### src/rtl/delay.sv
`default_nettype none
// ============================================================================
// Module      : delay
// Description : Fixed-latency, clock-enabled register delay line for the
//               gauss_A channel. It aligns that channel with sibling channels
//               that are DEPTH stages deeper. Data passes through bit-exact.
// Revision    : 1.0 - initial release
// ============================================================================
module delay #(
    parameter int WIDTH = 10,   // sample width
    parameter int DEPTH = 8     // delay in enabled cycles, legal range 1..64
) (
    input  logic             clk,
    input  logic             rst_n,       // asynchronous, active-low reset
    input  logic             per_clken,   // 1 = shift, 0 = hold every stage
    input  logic             aclr,        // asynchronous, active-high clear
    input  logic [WIDTH-1:0] gauss_A_in,
    output logic [WIDTH-1:0] delay_8x
);

    // Both clear sources are merged into one active-low asynchronous reset
    // net, so every flop has a single reset pin. Either source alone clears.
    logic clear_n;
    assign clear_n = rst_n & ~aclr;

    // stage[0] holds the newest sample and stage[DEPTH-1] the oldest.
    logic [WIDTH-1:0] stage [DEPTH];

    // Shift the chain on enabled edges and hold otherwise. A clear empties
    // every stage immediately, so in-flight samples are discarded.
    always_ff @(posedge clk or negedge clear_n) begin
        if (!clear_n) begin
            for (int i = 0; i < DEPTH; i++) begin
                stage[i] <= '0;
            end
        end else if (per_clken) begin
            stage[0] <= gauss_A_in;
            for (int i = 1; i < DEPTH; i++) begin
                stage[i] <= stage[i-1];
            end
        end
    end

    // The output comes straight from the last flop. There is no combinational
    // path from the input to the output.
    assign delay_8x = stage[DEPTH-1];

endmodule
`default_nettype wire

### config.mk
export PLATFORM = sky130hd
export DESIGN_NAME = delay
export DESIGN_NICKNAME = d
export VERILOG_FILES = /design/src/rtl/delay.sv
export SDC_FILE = /design/constraint.sdc
export NUM_CORES = 1
export LEC_CHECK = 0
export CAP_MARGIN = 30
export CORE_MARGIN = 2
export CORE_UTILIZATION = 45
export CTS_CLUSTER_DIAMETER = 100
export DETAILED_ROUTE_END_ITERATION = 7
export PLACE_DENSITY = 0.69
export SETUP_SLACK_MARGIN = 0.5
export SLEW_MARGIN = 20
export SYNTH_ARGS = -nofsm -noshare
export SYNTH_HDL_FRONTEND = slang
export SYNTH_SLANG_ARGS = --single-unit
export TNS_END_PERCENT = 5
### constraint.sdc
create_clock -name clk -period 8.5 [get_ports clk]
set_input_delay 1.7 -clock clk [delete_from_list [all_inputs] [get_ports clk]]
set_output_delay 1.7 -clock clk [all_outputs]
set_load 0.02 [all_outputs]
======== Word-level counts from Yosys, hierarchy flattened ========
Index checks and enable logic that the tools add are counted.
operators by class
  bitwise logic cells ..................... 2
operators by type and width
  cell           count
  $and A1 B1 Y1  1
  $not A1 Y1     1
word-level totals
  register bits ........................... 80
  output and inout bits ................... 10
  input port bits ......................... 14

======== Logic depth before layout (Yosys ltp) ========
Gate-level depths: netlist of the first run.
  depth after elaboration ................. 2
  gate-level depth with buffers ........... 3

======== Worst setup path before layout of the first run ========
Ideal clock, no wire load.
  path kind ............................... input to register
  start ................................... input per_clken
  end ..................................... register stage, in the netlist delay_8x[0]
  stages .................................. 3
  path slack .............................. 6.058 ns
  data arrival time ....................... 2.317 ns
  library setup time ...................... 0.125 ns
  path through ............................ buf_6 -> buf_12 -> mux2_4
RTL lines
  item                             line  text
  from (decl)                      15    input logic per_clken,
  to (signal, indexed assignment)  39    stage[i] <= stage[i-1];
  to (decl)                        27    logic [WIDTH-1:0] stage [DEPTH];
No word-level cell between the ends.

======== Worst setup path after layout of the first run ========
  start ................................... input per_clken
  end ..................................... register stage[73] (netlist name)
No word-level cell between the ends.

==> results of run 1 <==
-- logic make-up (layout without fill, tap and decap cells) --
logic type,Yosys count,in the layout
buf+inv,19,41
flops,80,80
mux,80,80
simple gates,1,1
-- Yosys cell counts --
cell	number	area [µm²]
mux2_4	80	1201
buf_4	10	75.07
buf_12	8	160.2
nor2b_1	1	6.260
buf_6	1	11.26
dfrtp_1	80	2002
-- worst paths after layout --
kind                                     to  slack, ns  depth (start not counted)
worst max-delay path              stage[73]       5.41                          3
worst min-delay path              stage[47]       0.51                          1
worst max register to register    stage[29]       7.72                          1
worst min register to register    stage[47]       0.51                          1
max in group asynchronous         stage[58]       6.04                          3
min in group asynchronous       delay_8x[9]       1.97                          3
-- area by class of cell --
cell class	count	area, µm²	share of cell area, %
flip-flops and latches	80	2002	52.61
multi-input cells	81	1215	31.93
repair buffers	25	246.5	6.478
clock buffers	14	182.7	4.801
well taps	99	123.9	3.256
clock inverters	2	35.03	0.9207
-- layer usage --
| metal | global-route usage, % | vias up |
|---|---|---|
| met5 | 0 | - |
| met4 | 7.197 | 0 |
| met3 | 2.958 | 11 |
| met2 | 16.24 | 31 |
| met1 | 16.67 | 710 |
| li1 | - | 650 |
-- cells in the final DEF (no fill, tap or decap) --
master	count
dfrtp_1	80
nor2b_4	1
clkdlybuf4s50_1	22
clkbuf_8	13
buf_6	1
clkinv_2	1
clkbuf_1	1
buf_4	2
mux2_4	80
bufinv_16	1
-- flip-flops by register name, indices dropped and copies added, names as in the netlist --
register,cells
delay_8x,10
stage,70
-- metrics by stage --
| stage | hold slack [ns] | instances |
|---|---|---|
| final | 0.5136 | 301 |
| after global routing | 0.5223 | 301 |
| after CTS | 0.5155 | 301 |
| after detailed placement | 0.4961 | 285 |
| after global placement | 0.4938 | 285 |
| after floorplan | 0.4816 | 180 |
-- power by group through the flow --
stage	Sequential, µW	Combinational, µW	Clock, µW
after CTS	547	257	304
final	543	254	294
after global routing	560	270	319
after global placement	544	249	0
after detailed placement	553	256	0
after floorplan	529	234	0
-- critical path, stage by stage --
cell	delay (ns)
buf_4	0.37
buf_4	0.83
mux2_4	0.35
==> impl_metrics.env, run 1 <==
export IMPL_status="completed"
export IMPL_holdBufCountCts=0
export IMPL_setup_worst_path_class="input pin to flop"
export IMPL_length_of_routed_wiring_on_met1_um=2192
export IMPL_placedInstanceArea_um2=3583
export IMPL_cts_num_sinks=80
export IMPL_post_cts_setup_buffers=0
export IMPL_endpoint_kind="flop"
export IMPL_resize_count_post_cts=0
export IMPL_design_power_total_uw=1091
export IMPL_slew_headroom_pct=34.69
export IMPL_grt_max_degree=81
export IMPL_post_synth_xor_area_fraction_pct=0
export IMPL_min_path_type="flop to flop"
export IMPL_place_gp_congestion=0.6319
export IMPL_timing_final_ws_setup_ns=5.408
export IMPL_grt_total_usage_pct=11.79
export IMPL_compound_gate_fraction_of_synth_area_pct=0
export IMPL_max_slew_worst_pin_slew_ns=0.9796
export IMPL_top_layer="met4"
export IMPL_cts_reportedPaths_clkPinSlew_ns=0.07
export IMPL_cts_bufs_inserted=9
export IMPL_dr_pass1_iters=3
export IMPL_synth_cell_type_count=6
export IMPL_fp_row_count=31
export IMPL_arrival_ns=3.32
export IMPL_finish_net_count=211
export IMPL_aggregate_negative_setup_slack_ns=0
export IMPL_detail_route_vias_per_cell=4.658
export IMPL_proportion_of_power_drawn_by_combinational_gates_pct=23.3
export IMPL_met3_length_um=164
export IMPL_die_y_um=91.64
export IMPL_worst_hold_startpoint="stage[57]"
export IMPL_layout_drive_gt1_share_pct=49.01
export IMPL_postLayoutCoreUtil_pct=51.90
export IMPL_met2RoutedLength_um=1853
export IMPL_cell_area_after_layout_um2=3805
export IMPL_remaining_antenna_violation_count_after_routing=0
export IMPL_ir_drop_v=0.0001488
export IMPL_io_pins=24
export IMPL_area_growth_synth_to_final_pct=10.10
export IMPL_vias=1402
export IMPL_ys_warnings_count=0
export IMPL_fillers=580
export IMPL_combinational_family_with_the_most_area_after_synthesis="multiplexers"
export IMPL_min_period_over_period_pct=36.37
export IMPL_first_global_vias=1530
export IMPL_grt_pass1_wl_um=7700
export IMPL_die_w_um=91.64
export IMPL_clock_skew_ns=0.007035
export IMPL_latest_clock_arrival_within_the_worst_skew_pair_ns=0.34
export IMPL_grt_setup_unrepaired="false"
export IMPL_critical_path_startpoint="per_clken"
export IMPL_avgSynthCellArea_um2=19.20
export IMPL_critPathMaxFanout=56
export IMPL_clockBufferDepth=2
export IMPL_setup_viol=0
export IMPL_clock_tree_from_tritoncts="done"
export IMPL_p_leak_uw=0.001867
export IMPL_p_seq_share_pct=49.8
export IMPL_core_um2=7331
export IMPL_antenna_violations_before_repair=0
export IMPL_final_max_slew_violation_count=0
export IMPL_syn_instance_count=180
export IMPL_detailedPlace_worstSlack_ns=5.046
export IMPL_post_synth_and_or_nand_nor_area_fraction_pct=0.1810
export IMPL_grt_overflow_total=0
export IMPL_muxShareOfSynthArea_pct=34.76
export IMPL_ys_ff_latch=80
export IMPL_h_tree_depth=3
export IMPL_floorplan_initialDensity_pct=47.14
export IMPL_cellPowerDensity_nw_per_um2=286.7
export IMPL_synthAdderAreaFrac_pct=0
export IMPL_rr_startpoint="stage[29]"
export IMPL_port_buffer_count=23
export IMPL_share_of_power_burned_in_the_clock_network_pct=26.9
export IMPL_switching_share_pct=24.05
export IMPL_internal_power_uw=828.5
export IMPL_detailedPlacementHpwl_um=2628
export IMPL_synth_seq_area_share_pct=57.93
export IMPL_crit_required_ns=8.72
export IMPL_drt_wirelength_per_cell_um=14.40
export IMPL_critPathLaunchType="input pin"
export IMPL_remaining_drc_errors=0
export IMPL_finalCriticalPeriod_ns=3.092
export IMPL_die_area_um2=8397
export IMPL_dr_first_iter_drc_count=66
export IMPL_report_final_hold_viol_count=0
export IMPL_detail_route_wirelength_um=4335
export IMPL_syn_area_um2=3456
export IMPL_p_switching_uw=262.4
export IMPL_nets_in_the_synthesized_netlist=194
export IMPL_antenna_cells_inserted=0
export IMPL_root_buffer_cell="clkbuf_8"
export IMPL_cap_violations=0
export IMPL_achievable_frequency_mhz=323.4
Power figures use the tool's default switching activity.
==> run 2: changes to the inputs <==
Settings changed: PLACE_DENSITY 0.69 to 0.71.
Clock period 8.5 ns to 2.8 ns, I/O delays scaled along.
==> run 2 against run 1 <==
Against the previous run: sequential power grew to 3.0 times the previous value; clock power rose to 2.7 times the previous value; global-route usage decreased by 1.4 points; final cell count is 0.33% lower; worst hold slack worse by 0.0026 ns; register-to-register slack got worse by 5.7 ns; die area stayed put; utilization shrank 0.14 points; via count decreased by 3.4%; first-iteration DRC count up 6.1%.
==> impl_metrics.env, run 2 (synthesis results as in run 1) <==
export IMPL_status="completed"
export IMPL_vias=1355
export IMPL_drt_wirelength_per_cell_um=12.75
export IMPL_dr_first_iter_drc_count=70
export IMPL_slew_headroom_pct=61.11
export IMPL_clock_skew_ns=0.005241
export IMPL_grt_setup_unrepaired="false"
export IMPL_layout_cells_most_common_list="80 x mux2_4, 80 x dfrtp_1, 22 x clkdlybuf4s50_1, 10 x clkbuf_8, 3 x clkinv_2"
export IMPL_latest_clock_arrival_within_the_worst_skew_pair_ns=0.33
export IMPL_first_global_vias=1401
export IMPL_endpoint_kind="output port"
export IMPL_finalCriticalPeriod_ns=1.854
export IMPL_die_w_um=91.64
export IMPL_antenna_violations_before_repair=0
export IMPL_aggregate_negative_setup_slack_ns=0
export IMPL_cts_bufs_inserted=9
export IMPL_crit_path_max_incr_delay_ns=0.60
export IMPL_remaining_antenna_violation_count_after_routing=0
export IMPL_arrival_ns=1.29
export IMPL_core_um2=7331
export IMPL_clockBufferDepth=2
export IMPL_port_buffer_count=23
export IMPL_clock_tree_from_tritoncts="done"
export IMPL_grt_pass1_wl_um=6768
export IMPL_critPathMaxFanout=2
export IMPL_min_path_type="flop to flop"
export IMPL_cts_num_sinks=80
export IMPL_cap_violations=0
export IMPL_holdBufCountCts=0
export IMPL_largest_register="stage"
export IMPL_worst_path_buf_inv=1
export IMPL_grt_overflow_total=0
export IMPL_fp_row_count=31
export IMPL_root_buffer_cell="clkbuf_8"
export IMPL_post_cts_setup_buffers=0
export IMPL_detailedPlace_worstSlack_ns=1.174
export IMPL_min_period_over_period_pct=66.22
export IMPL_layout_drive_gt1_share_pct=48.76
export IMPL_die_y_um=91.64
export IMPL_h_tree_depth=3
export IMPL_detail_route_wirelength_um=3824
export IMPL_critPathLaunchType="flop"
export IMPL_report_final_hold_viol_count=0
export IMPL_die_area_um2=8397
export IMPL_crit_slowest_cell="clkdlybuf4s50_1"
export IMPL_met3_length_um=197
export IMPL_achievable_frequency_mhz=539.3
export IMPL_cellPowerDensity_nw_per_um2=843.4
export IMPL_p_leak_uw=0.001861
export IMPL_cts_reportedPaths_clkPinSlew_ns=0.07
export IMPL_final_max_slew_violation_count=0
export IMPL_antenna_cells_inserted=0
export IMPL_setup_worst_path_class="flop to output port"
export IMPL_io_pins=24
export IMPL_ir_drop_v=0.0003750
export IMPL_largest_reg_flops=70
export IMPL_timing_final_ws_setup_ns=0.9458
export IMPL_cp_cell_sequence="clkdlybuf4s50_1"
export IMPL_timing_critical_path_max_delay_family="buffers and inverters"
export IMPL_length_of_routed_wiring_on_met1_um=2008
export IMPL_detailedPlacementHpwl_um=2223
export IMPL_dr_pass1_iters=3
export IMPL_grt_max_degree=81
export IMPL_setup_viol=0
export IMPL_remaining_drc_errors=0
export IMPL_detail_route_vias_per_cell=4.517
export IMPL_grt_total_usage_pct=10.36
export IMPL_area_growth_synth_to_final_pct=9.812
export IMPL_place_gp_congestion=0.6421
export IMPL_resize_count_post_cts=0
export IMPL_finish_net_count=211
export IMPL_top_layer="met4"
export IMPL_met2RoutedLength_um=1555
export IMPL_floorplan_initialDensity_pct=47.14
export IMPL_crit_required_ns=2.24
export IMPL_fillers=597
export IMPL_max_slew_worst_pin_slew_ns=0.5833
-- run 2: per-layer routing --
layer	GRT usage [%]	up-vias
li1	-	646
met2	13.79	28
met4	4.167	0
met1	14.66	674
met5	0	-
met3	4.684	7
-- run 2: layout make-up --
| type | instances | area, µm² | share of cell area, % |
|---|---|---|---|
| clock buffers | 11 | 141.4 | 3.726 |
| clock inverters | 4 | 45.04 | 1.187 |
| repair buffers | 25 | 267.8 | 7.056 |
| multi-input cells | 81 | 1215 | 32.01 |
| flip-flops and latches | 80 | 2002 | 52.75 |
| well taps | 99 | 123.9 | 3.264 |
-- run 2: per-stage QoR --
stage               instance area, µm²  instances  utilization (%)  hold WS [ns]  total power [µW]
floorplan                         3463        180                -        0.4816              2315
global placement                  3608        285            49.22        0.4950              2408
detailed placement                3608        285            49.22        0.4949              2444
CTS                               3795        300            51.77        0.5156              3260
global route                      3795        300            51.77        0.5265              3377
finish                            3795        300            51.77        0.5110              3201
-- run 2: path summary, 6_finish.rpt --
| path | cells after the start | slack, ns | from | end |
|---|---|---|---|---|
| worst min-delay path | 1 | 0.51 | stage[27] | stage[17] |
| worst min register to register | 1 | 0.51 | stage[27] | stage[17] |
| min in group asynchronous | 3 | 0.74 | aclr | stage[77] |
| worst max-delay path | 1 | 0.95 | delay_8x[0] | delay_8x[0] |
| worst max register to register | 1 | 2.03 | stage[40] | stage[40] |
| max in group asynchronous | 3 | 1.73 | rst_n | stage[48] |
-- run 2: report_power, final --
group | switching [µW] | total, µW | internal, µW
Clock | 366 | 793 | 427
Combinational | 221 | 764 | 543
Sequential | 178 | 1640 | 1470
==> run 3: changes to the inputs <==
Clock period 2.8 ns to 1.65 ns, I/O delays scaled along.
==> run 3 against run 2 <==
Against the previous run: setup slack worse by 0.51 ns; count of clock-buffer cells in the layout is 1 lower; utilization is 1.0 points higher; worst hold slack worse by 0.19 ns; flip-flop and latch count stayed put; clock power is 75% higher; wire length is 5.6% higher; critical path type unchanged; largest cell class unchanged.
==> impl_metrics.env, run 3 (synthesis results as in run 1) <==
export IMPL_floorplan_initialDensity_pct=47.14
export IMPL_cp_cell_sequence="buf_4"
export IMPL_port_buffer_count=23
export IMPL_detailedPlacementHpwl_um=2329
export IMPL_finalCriticalPeriod_ns=1.212
export IMPL_ff2ff_path_depth=3
export IMPL_min_period_over_period_pct=73.45
export IMPL_cts_reportedPaths_clkPinSlew_ns=0.08
export IMPL_layout_cells_most_common_list="80 x mux2_4, 80 x dfrtp_1, 13 x buf_4, 12 x clkdlybuf4s50_1, 9 x clkbuf_8"
export IMPL_first_global_vias=1398
export IMPL_cts_num_sinks=80
export IMPL_die_w_um=91.64
export IMPL_grt_overflow_total=0
export IMPL_arrival_ns=0.88
export IMPL_dr_first_iter_drc_count=77
export IMPL_remaining_drc_errors=0
export IMPL_whs_endpoint="stage[75]"
export IMPL_slew_headroom_pct=72.61
export IMPL_place_gp_congestion=0.6159
export IMPL_cap_violations=0
export IMPL_setup_viol=0
export IMPL_detail_route_vias_per_cell=4.550
export IMPL_core_um2=7331
export IMPL_aggregate_negative_setup_slack_ns=0
export IMPL_placedCellCount=286
export IMPL_largest_register="stage"
export IMPL_die_area_um2=8397
export IMPL_worst_hold_startpoint="per_clken"
export IMPL_h_tree_depth=3
export IMPL_latest_clock_arrival_within_the_worst_skew_pair_ns=0.34
export IMPL_endpoint_kind="output port"
export IMPL_crit_reg2reg_capture="delay_8x[6]"
export IMPL_critPathLaunchType="flop"
export IMPL_timing_hold_worst_path_depth=2
export IMPL_crit_slowest_cell="dfrtp_1"
export IMPL_holdBufCountCts=0
export IMPL_detail_route_wirelength_um=4039
export IMPL_status="completed"
export IMPL_drt_wirelength_per_cell_um=12.99
export IMPL_clock_skew_ns=0.004870
export IMPL_critPathMaxFanout=2
export IMPL_finish_net_count=221
export IMPL_ir_drop_v=0.0007400
export IMPL_grt_total_usage_pct=10.97
export IMPL_grt_pass1_wl_um=7044
export IMPL_fp_row_count=31
export IMPL_p_leak_uw=0.001911
export IMPL_area_growth_synth_to_final_pct=11.95
export IMPL_clockBufferDepth=2
export IMPL_min_path_type="input pin to flop"
export IMPL_final_max_slew_violation_count=0
export IMPL_report_final_hold_viol_count=0
export IMPL_largest_reg_flops=70
export IMPL_rr_startpoint="delay_8x[6]"
export IMPL_layout_drive_gt1_share_pct=56.13
export IMPL_crit_path_max_incr_delay_ns=0.38
export IMPL_cellPowerDensity_nw_per_um2=1441
export IMPL_root_buffer_cell="clkbuf_8"
export IMPL_crit_required_ns=1.32
export IMPL_worst_path_buf_inv=1
export IMPL_vias=1415
export IMPL_r2r_setup_slack_ns=0.64
export IMPL_antenna_violations_before_repair=0
export IMPL_remaining_antenna_violation_count_after_routing=0
export IMPL_antenna_cells_inserted=0
export IMPL_grt_setup_unrepaired="true"
export IMPL_timing_critical_path_max_delay_family="flip-flops"
export IMPL_cts_bufs_inserted=9
export IMPL_fin_cells=311
export IMPL_setup_worst_path_class="flop to output port"
export IMPL_max_slew_worst_pin_slew_ns=0.4108
export IMPL_io_pins=24
export IMPL_clock_tree_from_tritoncts="done"
export IMPL_grt_max_degree=81
export IMPL_holdWs_ns=0.3228
export IMPL_dr_pass1_iters=4
export IMPL_achievable_frequency_mhz=825.2
export IMPL_die_y_um=91.64
## run 3: cell types whose count changed in the layout (fill, tap and decap cells not counted)
cell / delta
clkinv_2: -3
buf_4: +12
buf_2: +4
buf_6: +3
inv_6: +1
buf_12: +1
clkdlybuf4s50_1: -10
clkbuf_8: -1
clkinvlp_4: +4
## run 3: area by class of cell
class	instances	area (µm²)
Fill cell	600	3462
Timing Repair Buffer	35	331.6
Clock buffer	10	127.6
Multi-Input combinational cell	81	1215
Tap cell	99	123.9
Clock inverter	6	68.82
Sequential cell	80	2002
## run 3: how the worst max path moves through the flow
| stage | endpoint | slack (ns) | from | depth (start not counted) |
|---|---|---|---|---|
| final | delay_8x[8] | 0.44 | delay_8x[8] | 1 |
| after global routing | delay_8x[9] | 0.39 | delay_8x[9] | 1 |
| after CTS | delay_8x[9] | 0.41 | delay_8x[9] | 1 |
| after detailed placement | delay_8x[8] | 0.38 | delay_8x[8] | 1 |
| after global placement | delay_8x[9] | 0.38 | delay_8x[9] | 1 |
| after floorplan | delay_8x[0] | -0.21 | rst_n | 1 |
## run 3: report_power, final
group          internal, µW  switching (µW)  leakage (µW)  total, µW
sequential             2490             300      0.000989       2790
clock                   703             686     0.0000851       1390
combinational           986             416      0.000837       1400
total                  4170            1400       0.00191       5580
## run 3: metrics by stage
stage / utilization, % / power [µW] / cell area, µm² / setup WS [ns]
3_3_place_gp: 49.50 / 4092 / 3628 / 0.3841
2_1_floorplan: - / 3929 / 3463 / -0.2071
3_5_place_dp: 49.50 / 4148 / 3628 / 0.3830
6_report: 52.77 / 5576 / 3869 / 0.4381
4_1_cts: 52.12 / 5566 / 3821 / 0.4101
5_1_grt: 52.77 / 5880 / 3869 / 0.3933
## run 3: timing repair
action / CTS / global route
endpoints found under the setup margin: 10 / 10
gates cloned: 0 / 0
resized for setup: 46 / 3
setup buffers: 4 / 5
## run 3: layer usage
metal	GRT usage, %	part of all wire [%]	vias to the layer above
li1	-	-	671
met1	15.93	53	706
met2	14.09	40	29
met3	4.191	4.7	9
met4	5.682	2.3	0
met5	0	0	-
